### config.mk
export PLATFORM = sky130hd
export DESIGN_NAME = seaccow_internal_core
export DESIGN_NICKNAME = d
export VERILOG_FILES = /design/src/rtl/seaccow_internal_core.sv
export SDC_FILE = /design/constraint.sdc
export NUM_CORES = 1
export LEC_CHECK = 0
export CAP_MARGIN = 5
export CORE_ASPECT_RATIO = 0.5
export CORE_MARGIN = 2
export CORE_UTILIZATION = 48
export CTS_CLUSTER_SIZE = 30
export DETAILED_ROUTE_END_ITERATION = 12
export PLACE_DENSITY_LB_ADDON = 0.05
export SYNTH_ARGS = -nofsm -noshare
export SYNTH_HDL_FRONTEND = slang
export SYNTH_SLANG_ARGS = --single-unit
### constraint.sdc
create_clock -name sys_clk -period 4.34 [get_ports sys_clk]
set_clock_uncertainty 0.1 [all_clocks]
set_input_delay 0.434 -clock sys_clk [delete_from_list [all_inputs] [get_ports sys_clk]]
set_output_delay 0.434 -clock sys_clk [all_outputs]
set_load 0.01 [all_outputs]
### src/rtl/seaccow_internal_core.sv
// seaccow_internal_core: inline Avalon-ST packet monitor with 1-cycle pass-through,
// packet counting/length/XOR-signature tracking, 7-segment count display and status LEDs.
package seaccow_pkg;
    localparam int DATA_W = 32;
    localparam int EMPTY_W = 2;
    typedef struct packed {
        logic [DATA_W-1:0]  data;
        logic               sop;
        logic               eop;
        logic [EMPTY_W-1:0] empty;
        logic               valid;
    } avln_st;
endpackage

module seaccow_internal_core
    import seaccow_pkg::*;
#(
    parameter int LEN_W = 16
) (
    input  logic         sys_clk,
    input  logic         reset_n,
    input  avln_st       in,
    output avln_st       out,
    output logic [55:0]  hex_disp,
    output logic [8:0]   LEDG
);
    localparam logic [6:0] SEG [16] = '{
        7'h40, 7'h79, 7'h24, 7'h30, 7'h19, 7'h12, 7'h02, 7'h78,
        7'h00, 7'h10, 7'h08, 7'h03, 7'h46, 7'h21, 7'h06, 7'h0E
    };
    logic              in_pkt;
    logic [31:0]       pkt_count;
    logic [7:0]        err_count;
    logic [LEN_W-1:0]  cur_len, last_len, max_len, len_nxt;
    logic [DATA_W-1:0] cur_sig, last_sig, sig_nxt;
    logic              owned, err_inc;
    always_comb begin
        len_nxt = in.sop ? LEN_W'(1) : (&cur_len ? cur_len : cur_len + LEN_W'(1));
        sig_nxt = in.sop ? in.data : cur_sig ^ in.data;
        owned   = in.sop | in_pkt;
        err_inc = in.sop ? in_pkt : (!in_pkt && in.eop);
    end
    // Display and LEDs trail the packet state by one register stage.
    always_ff @(posedge sys_clk) begin
        if (!reset_n) begin
            out       <= '0;
            in_pkt    <= 1'b0;
            pkt_count <= '0;
            err_count <= '0;
            cur_len   <= '0;
            last_len  <= '0;
            max_len   <= '0;
            cur_sig   <= '0;
            last_sig  <= '0;
            LEDG      <= '0;
            hex_disp  <= {8{7'h40}};
        end else begin
            out  <= in;
            LEDG <= {last_len[4:0], last_len > LEN_W'(375), err_count != 8'd0, pkt_count[0], in_pkt};
            for (int k = 0; k < 8; k++)
                hex_disp[7*k +: 7] <= SEG[pkt_count[4*k +: 4]];
            if (in.valid) begin
                if (owned) begin
                    cur_len <= len_nxt;
                    cur_sig <= sig_nxt;
                end
                in_pkt <= owned && !in.eop;
                if (err_inc && err_count != 8'hFF)
                    err_count <= err_count + 8'd1;
                if (owned && in.eop) begin
                    pkt_count <= pkt_count + 32'd1;
                    last_len  <= len_nxt;
                    last_sig  <= sig_nxt;
                    if (len_nxt > max_len)
                        max_len <= len_nxt;
                end
            end
        end
    end
endmodule

==> flow_summary.toml, run 1 <==
[outcome]
status = "complete, no violations"

[yosys]
avgSynthCellArea_um2 = 8.871
syn_area_mm2 = 0.007975
async_flop_share = 0
seq_area_frac_synth = 0.4393
synth.area.top_cells = "dfxtp_1 (44%), ha_1 (8.0%), nor2_1 (4.6%)"
syn_inst = 899
synth_flop_cell = "dfxtp_1"
yosysTopAreaCellShare = 0.4393
post_synth_num_cell_types = 56
yosysTopAreaCell = "dfxtp_1"
ys_seq_elements = 175
yosys_warnings = 0
synth-edff-count = 0
syn-num-nets = 989

[placed_design]
dpl-instance-area_mm2 = 0.009479
hpwlAfterDp_um = 12280
pre_cts_slack_ps = 1156
routabilityCongestion = 0.8201
io_buffer_count = 140

[timing]
hold_viol = 0
worst_slack_ps = 1556
period_needed_ps = 2784
finalSetupViolations = 0
rsz0062_at_grt = "false"
post-route-period-util = 0.6414
worst_pin_slew_ps = 797.0
max_freq_mhz = 359.2
max_slew_margin = 0.4667
maxSlewViolCount = 0
fin_tns_setup_ps = 0

[critical_path]
timing.rr.end = "pkt_count[31]"
reg2regPathDepth = 5
path_max_fanout = 15
cp.required_ps = 4600
worstReg2RegStart = "pkt_count[7]"
reg2reg_setup_slack_ps = 1750
crit_start = "in[4]"
worstPathArrival_ps = 3040
cp-start-kind = "primary input"
cp-end-kind = "flip-flop"
criticalPathCategory = "in2reg"

[pwr]
leakagePower_uw = 0.003812
pwr_density_cell_mw_per_mm2 = 335.5
vdd_drop_max_mv = 0.2785

[drt]
first_pass_iters = 4
wl_per_cell_um = 14.16
vias_per_cell = 5.206
route.antenna.remaining_nets = 0
vias = 6513
dr.first_iter.drc_count = 290
wl_um = 17710
drc = 0

[cts]
cts_resized = 0
cts_tree = "done"
cts_sinks = 175
ctsLongestPathBuffers = 2
path_clk_slew_ps = 70
cts-htree-levels = 4
postCtsSetupBuffers = 0
numCtsBuffers = 17
cts-root-buf = "clkbuf_16"
hold_buffers = 0
clk_latency_ps = 430

[cells_and_area]
antenna_cells = 0
area_growth_pct = 26.58
final_net_count = 1101
stdcell_area_mm2 = 0.01009
final_common_cell = "dfxtp_1"
drive_gt1_frac = 0.05762
mostFrequentLayoutCells = "dfxtp_1 (175), clkdlybuf4s50_1 (139), nor2_1 (98)"

[min_path]
min_path_type = "reg2reg"
hold_path_end = "last_len[5]"
hold_path_startpoint = "last_len[5]"
whs_path_depth = 1

[grt]
grt_pass1_vias = 6067
grt_pass1_wl_um = 28900
groute.usage.overall = 0.2050
antenna_found_initial = 0
grt_overflow = 0
grt_max_degree = 69

[die]
placementRows = 33
die_y_um = 95.15
coreArea_mm2 = 0.01631
ios = 141
dieWidth_um = 186.3
initial_utilization = 0.4890
die_area_mm2 = 0.01772

[job]
maxCapViolCount = 0
==> power breakdown <==
group	switching [µW]	internal [µW]	leakage, µW
clock network	668	908	0.000300
logic	79.2	89.8	0.00209
registers	10.7	1630	0.00142
total	758	2630	0.00381
==> per-layer routing <==
metal / global-route usage / routed length [µm] / up-vias
met4: 0.06759 / 203 / 0
met3: 0.04966 / 1021 / 21
met2: 0.3615 / 8428 / 128
met1: 0.2482 / 8059 / 3035
li1: - / - / 3329
met5: 0 / 0 / -
==> area by class of cell <==
class | count | area [µm²]
clock buffer | 20 | 466.7
clock inverter | 12 | 148.9
fill | 1428 | 6215
inverter | 30 | 112.6
multi-input combinational | 643 | 4153
sequential | 175 | 3503
tap | 227 | 284.0
timing repair buffer | 144 | 1426
==> cell usage after synthesis (all sizes together), types with 2 or more instances <==
library cell,n
a211oi,9
buf,9
a32oi,5
a22oi,3
nor4,5
nor3,8
ha,51
dfxtp,175
xor2,13
or4,3
nand2,78
nand4,18
inv,30
mux2i,21
or2,3
nor2b,3
a22o,2
nor2,98
and2,53
nor3b,3
o21a,4
a221o,7
a31oi,13
and3,11
or3,8
a311oi,8
nand3,25
and4,8
nand2b,18
a21oi,54
o21ai,50
o211a,3
a21o,7
o31ai,2
o211ai,5
xnor2,24
clkbuf,42
mux2,13
==> registers in the layout (all words and copies together), names as in the netlist <==
name	cells
LEDG	9
err_count	8
hex_disp	56
out	37
last_len	16
in_pkt	1
cur_len	16
pkt_count	32
==> through the flow <==
stage | hold WS (ps) | util | cells | total power, µW
2_1_floorplan | 324.2 | - | 899 | 1754
3_3_place_gp | 336.1 | 0.5812 | 1219 | 1845
3_5_place_dp | 347.3 | 0.5812 | 1219 | 1848
4_1_cts | 363.1 | 0.6189 | 1251 | 3428
5_1_grt | 374.1 | 0.6189 | 1251 | 3507
6_report | 360.6 | 0.6189 | 1251 | 3386
==> kinds of logic after synthesis <==
| group | Yosys count | synth area share |
|---|---|---|
| AOI/OAI and AO/OA | 177 | 0.1382 |
| DFF | 175 | 0.4393 |
| buffers and inverters | 81 | 0.04079 |
| adders and majority gates | 51 | 0.08001 |
| muxes | 34 | 0.04471 |
| xor gates and xnor gates | 37 | 0.04063 |
| and+or+nand+nor | 344 | 0.2163 |
==> critical path, cell delays in order <==
cell and delay (ps):
clkdlybuf4s50_1 760, o211a_1 420, nand4_4 190, or4_4 600
or4_1 490, a21oi_1 140
==> how the worst max path moves through the flow <==
stage	endpoint	slack, ps	cells after the start
after global placement	pkt_count[31]	1200	6
after global routing	pkt_count[31]	1420	6
final	pkt_count[31]	1560	6
after CTS	pkt_count[31]	1580	6
after floorplan	pkt_count[31]	2100	7
after detailed placement	pkt_count[31]	1160	6
Power figures use the tool's default switching activity.
==> run 2, diff against run 1 <==
==> constraint.sdc (replaced) <==
create_clock -name sys_clk -period 2.7 [get_ports sys_clk]
set_clock_uncertainty 0.1 [all_clocks]
set_input_delay 0.27 -clock sys_clk [delete_from_list [all_inputs] [get_ports sys_clk]]
set_output_delay 0.27 -clock sys_clk [all_outputs]
set_load 0.01 [all_outputs]
==> run 2 against run 1 <==
Clock-buffer cell count increased by 1. Worst setup slack got worse by 1100 ps. Power increased by 51%. First-iteration DRC count decreased by 22%. Wire length increased by 1.4%. Hold slack got worse by 340 ps. Via count increased by 2.2%. Utilization increased by 0.64 points. Combinational power increased by 72%. Critical endpoint is now cur_len[5]. Largest power group unchanged.
==> flow_summary.toml, run 2 (synthesis gave the netlist of run 1 again) <==
[outcome]
status = "complete, no violations"

[timing]
maxSlewViolCount = 0
post-route-period-util = 0.8468
hold_viol = 0
fin_tns_setup_ps = 0
worst_pin_slew_ps = 525.7
max_slew_margin = 0.6491
period_needed_ps = 2286
rsz0062_at_grt = "false"
finalSetupViolations = 0
max_freq_mhz = 437.4

[cells_and_area]
fin_cells = 1276
top_register = "hex_disp"
final_common_cell = "dfxtp_1"
final_net_count = 1130
stdcell_area_mm2 = 0.01020
drive_gt1_frac = 0.07817
top_regs = "hex_disp (56), out (37), pkt_count (32)"
largest_register_ffs = 56
mostFrequentLayoutCells = "dfxtp_1 (175), clkdlybuf4s50_1 (139), nor2_1 (98)"
antenna_cells = 0
area_growth_pct = 27.89

[min_path]
min_path_type = "in2reg"

[pwr]
power_switching_uw = 1124
power_frac_seq = 0.517
comb_power_share = 0.057
swShare = 0.2204
p_clk_frac = 0.426
pwr_density_cell_mw_per_mm2 = 499.9
total_power_uw = 5099
vdd_drop_max_mv = 0.4243
power.internal_uw = 3975
leakagePower_uw = 0.003902

[die]
placementRows = 33
die_area_mm2 = 0.01772
initial_utilization = 0.4890
dieWidth_um = 186.3
coreArea_mm2 = 0.01631
die_y_um = 95.15
ios = 141

[cts]
hold_buffers = 0
postCtsSetupBuffers = 0
path_clk_slew_ps = 60
numCtsBuffers = 17
cts_tree = "done"
cts_resized = 0
ctsLongestPathBuffers = 2
cts-htree-levels = 4
cts_sinks = 175
clk_latency_ps = 430
cts-root-buf = "clkbuf_16"

[drt]
vias = 6658
wl_um = 17950
dr.first_iter.drc_count = 226
wl_per_cell_um = 14.07
drc = 0
route.antenna.remaining_nets = 0
vias_per_cell = 5.218
first_pass_iters = 5

[grt]
antenna_found_initial = 0
grt_overflow = 0
grt_max_degree = 42
grt_pass1_vias = 5950
grt_pass1_wl_um = 28620
groute.usage.overall = 0.2033

[placed_design]
io_buffer_count = 140
routabilityCongestion = 0.8964
dpl-instance-area_mm2 = 0.009697
dpl.cell_count = 1248
hpwlAfterDp_um = 12770

[critical_path]
cp-start-kind = "flip-flop"
cp.required_ps = 2950
worstPathArrival_ps = 2540
criticalPathCategory = "reg2reg"
path_max_fanout = 12
crit_slowest_cell = "dfxtp_1"
cp-end-kind = "flip-flop"
cpPeakStageDelay_ps = 420
crit_buf_inv = 1
crit_path_cell_trace = "ha_1, nand3_1, or2_0, or2_1, buf_4, a21o_1, a31oi_1"
critPathTopFamily = "simple AND/OR/NAND/NOR gates"

[job]
maxCapViolCount = 0
-- run 2: changes by cell type in the layout (fill, tap and decap cells not counted), sizes merged --
cell / previous run / this run
inv: 34 / 30
clkinv: 5 / 4
clkinvlp: 1 / 3
buf: 5 / 34
clkbuf: 20 / 21
bufinv: 2 / 0
-- run 2: power groups by stage --
stage / combinational [µW] / clock (µW) / sequential, µW
5_1_grt: 317 / 2320 / 2640
4_1_cts: 293 / 2210 / 2640
3_3_place_gp: 288 / 0 / 2690
3_5_place_dp: 290 / 0 / 2700
2_1_floorplan: 107 / 0 / 2710
6_report: 290 / 2170 / 2640
-- run 2: metrics by stage --
| stage | hold slack, ps | utilization | setup slack, ps |
|---|---|---|---|
| finish | 24.34 | 0.6254 | 413.7 |
| global route | 40.91 | 0.6254 | 234.3 |
| CTS | 17.38 | 0.6254 | 434.8 |
| detailed placement | 342.5 | 0.5946 | 193.4 |
| global placement | 336.1 | 0.5946 | 200.9 |
| floorplan | 297.3 | - | 553.2 |
-- run 2: layer usage --
layer  global-route usage  part of all wire  wire length, µm  up-vias
li1                     -                 -                -     3372
met1               0.2506              0.46             8185     3111
met2               0.3529              0.47             8417      158
met3              0.05309             0.061             1093       17
met4              0.06037             0.014              257        0
met5                    0                 0                0        -
-- run 2: path summary, 6_finish.rpt --
path | start | endpoint | slack, ps | cells past startpoint
setup / recovery | cur_len[0] | cur_len[5] | 410 | 7
setup reg to reg | cur_len[0] | cur_len[5] | 410 | 7
hold / removal | reset_n | out[4] | 20 | 2
hold reg to reg | last_len[1] | LEDG[5] | 350 | 1
-- run 2: cell type report --
type / instances / area (µm²)
Tap cell: 227 / 284.0
Clock inverter: 7 / 42.54
Sequential cell: 175 / 3503
Fill cell: 1424 / 6110
Inverter: 30 / 112.6
Clock buffer: 21 / 460.4
Multi-Input combinational cell: 643 / 4153
Timing Repair Buffer: 173 / 1644
-- run 2: worst register-to-register path: stages (launching register included) --
cell     delay (ps)
dfxtp_1         420
ha_1            280
nand3_1         180
or2_0           290
or2_1           410
buf_4           230
a21o_1          150
a31oi_1         150
==> run 3, diff against run 2 <==
==> constraint.sdc (replaced) <==
create_clock -name sys_clk -period 2.04 [get_ports sys_clk]
set_clock_uncertainty 0.1 [all_clocks]
set_input_delay 0.204 -clock sys_clk [delete_from_list [all_inputs] [get_ports sys_clk]]
set_output_delay 0.204 -clock sys_clk [all_outputs]
set_load 0.01 [all_outputs]
==> run 3 against run 2 <==
Register-to-register slack got worse by 370 ps. Via count increased by 2.5%. Non-clock buffer count increased by 43. Clock-buffer cell count decreased by 2. Wire length increased by 5.4%. Final cell count increased by 3.7%. Die area unchanged. Critical endpoint is now pkt_count[31]. Largest power group unchanged. Highest routed layer unchanged.
==> flow_summary.toml, run 3 (synthesis gave the netlist of run 1 again) <==
[outcome]
status = "complete, no violations"

[cells_and_area]
top_regs = "hex_disp (56), out (37), pkt_count (32)"
top_register = "hex_disp"
largest_register_ffs = 56
area_growth_pct = 33.37
mostFrequentLayoutCells = "dfxtp_1 (171), clkdlybuf4s50_1 (139), nor2_1 (98)"
final_common_cell = "dfxtp_1"
final_net_count = 1173
stdcell_area_mm2 = 0.01064
fin_cells = 1323
antenna_cells = 0
drive_gt1_frac = 0.1286

[drt]
vias = 6827
drc = 0
dr.first_iter.drc_count = 296
vias_per_cell = 5.160
wl_um = 18910
route.antenna.remaining_nets = 0
wl_per_cell_um = 14.30
first_pass_iters = 4

[grt]
grt_max_degree = 55
grt_overflow = 0
grt_pass1_wl_um = 30390
antenna_found_initial = 0
grt_pass1_vias = 6376
groute.usage.overall = 0.2161

[critical_path]
cp-end-kind = "flip-flop"
reg2reg_setup_slack_ps = 40
criticalPathCategory = "reg2reg"
cp-start-kind = "flip-flop"
worstPathArrival_ps = 2260
path_max_fanout = 2
cp.required_ps = 2300

[pwr]
leakagePower_uw = 0.004174
pwr_density_cell_mw_per_mm2 = 663.3
vdd_drop_max_mv = 0.6062

[cts]
cts_tree = "done"
ctsLongestPathBuffers = 2
postCtsSetupBuffers = 0
hold_buffers = 0
cts-htree-levels = 4
numCtsBuffers = 17
cts_sinks = 175
cts_resized = 0
clk_latency_ps = 420
path_clk_slew_ps = 70
cts-root-buf = "clkbuf_16"

[die]
dieWidth_um = 186.3
initial_utilization = 0.4890
die_y_um = 95.15
placementRows = 33
coreArea_mm2 = 0.01631
ios = 141
die_area_mm2 = 0.01772

[placed_design]
dpl-instance-area_mm2 = 0.01004
routabilityCongestion = 0.8594
dpl.cell_count = 1291
hpwlAfterDp_um = 13680
io_buffer_count = 140

[timing]
max_freq_mhz = 501.0
period_needed_ps = 1996
post-route-period-util = 0.9785
maxSlewViolCount = 0
fin_tns_setup_ps = 0
finalSetupViolations = 0
rsz0062_at_grt = "true"
worst_pin_slew_ps = 560.7
max_slew_margin = 0.6257
hold_ws_ps = 95.40
hold_viol = 0

[job]
maxCapViolCount = 0

[min_path]
min_path_type = "in2reg"
==> run 3: cell types whose count changed in the layout (fill, tap and decap cells not counted), moves of 2 or more <==
cell / previous run / this run
or3_4: 0 / 2
inv_6: 0 / 6
and4_4: 1 / 3
dfxtp_2: 0 / 4
clkinv_4: 0 / 2
a21oi_2: 0 / 3
dfxtp_1: 175 / 171
clkinvlp_4: 3 / 1
buf_4: 33 / 75
or3_1: 8 / 6
clkinv_2: 4 / 2
a21oi_1: 54 / 51
==> run 3: worst paths after layout <==
path | depth (start not counted) | to | from
max | 5 | pkt_count[31] | pkt_count[20]
max reg2reg | 5 | pkt_count[31] | pkt_count[20]
min reg2reg | 2 | last_len[10] | last_len[10]
min | 3 | err_count[4] | reset_n
==> run 3: final cells by class <==
class | instances | area, µm²
Clock buffer | 19 | 442.9
Multi-Input combinational cell | 643 | 4180
Fill cell | 1401 | 5673
Inverter | 30 | 112.6
Sequential cell | 175 | 3508
Tap cell | 227 | 284.0
Clock inverter | 13 | 128.9
Timing Repair Buffer | 216 | 1979
==> run 3: routing by layer <==
metal  share of wire  GRT usage
met2            0.47     0.3807
met1            0.46     0.2667
met4           0.011    0.06234
met5               0          0
met3           0.056    0.05004
==> run 3: critical path, stage by stage, from the launching register on <==
cell and delay (ps):
dfxtp_2 330, and4_4 230, nand4_1 100, or4_4 550
or4_1 500, a21oi_2 130
==> run 3: power breakdown <==
group	internal [µW]	switching, µW
combinational	221	186
sequential	3470	15.4
clock	1750	1420
total	5440	1620
==> run 3: metrics by stage <==
stage / power [µW] / utilization / worst slack (ps)
floorplan: 3731 / - / 0.9124
global placement: 3966 / 0.6155 / -265.3
detailed placement: 3970 / 0.6155 / -264.3
CTS: 7126 / 0.6506 / 30.73
global route: 7298 / 0.6522 / -10.68
finish: 7055 / 0.6522 / 43.84
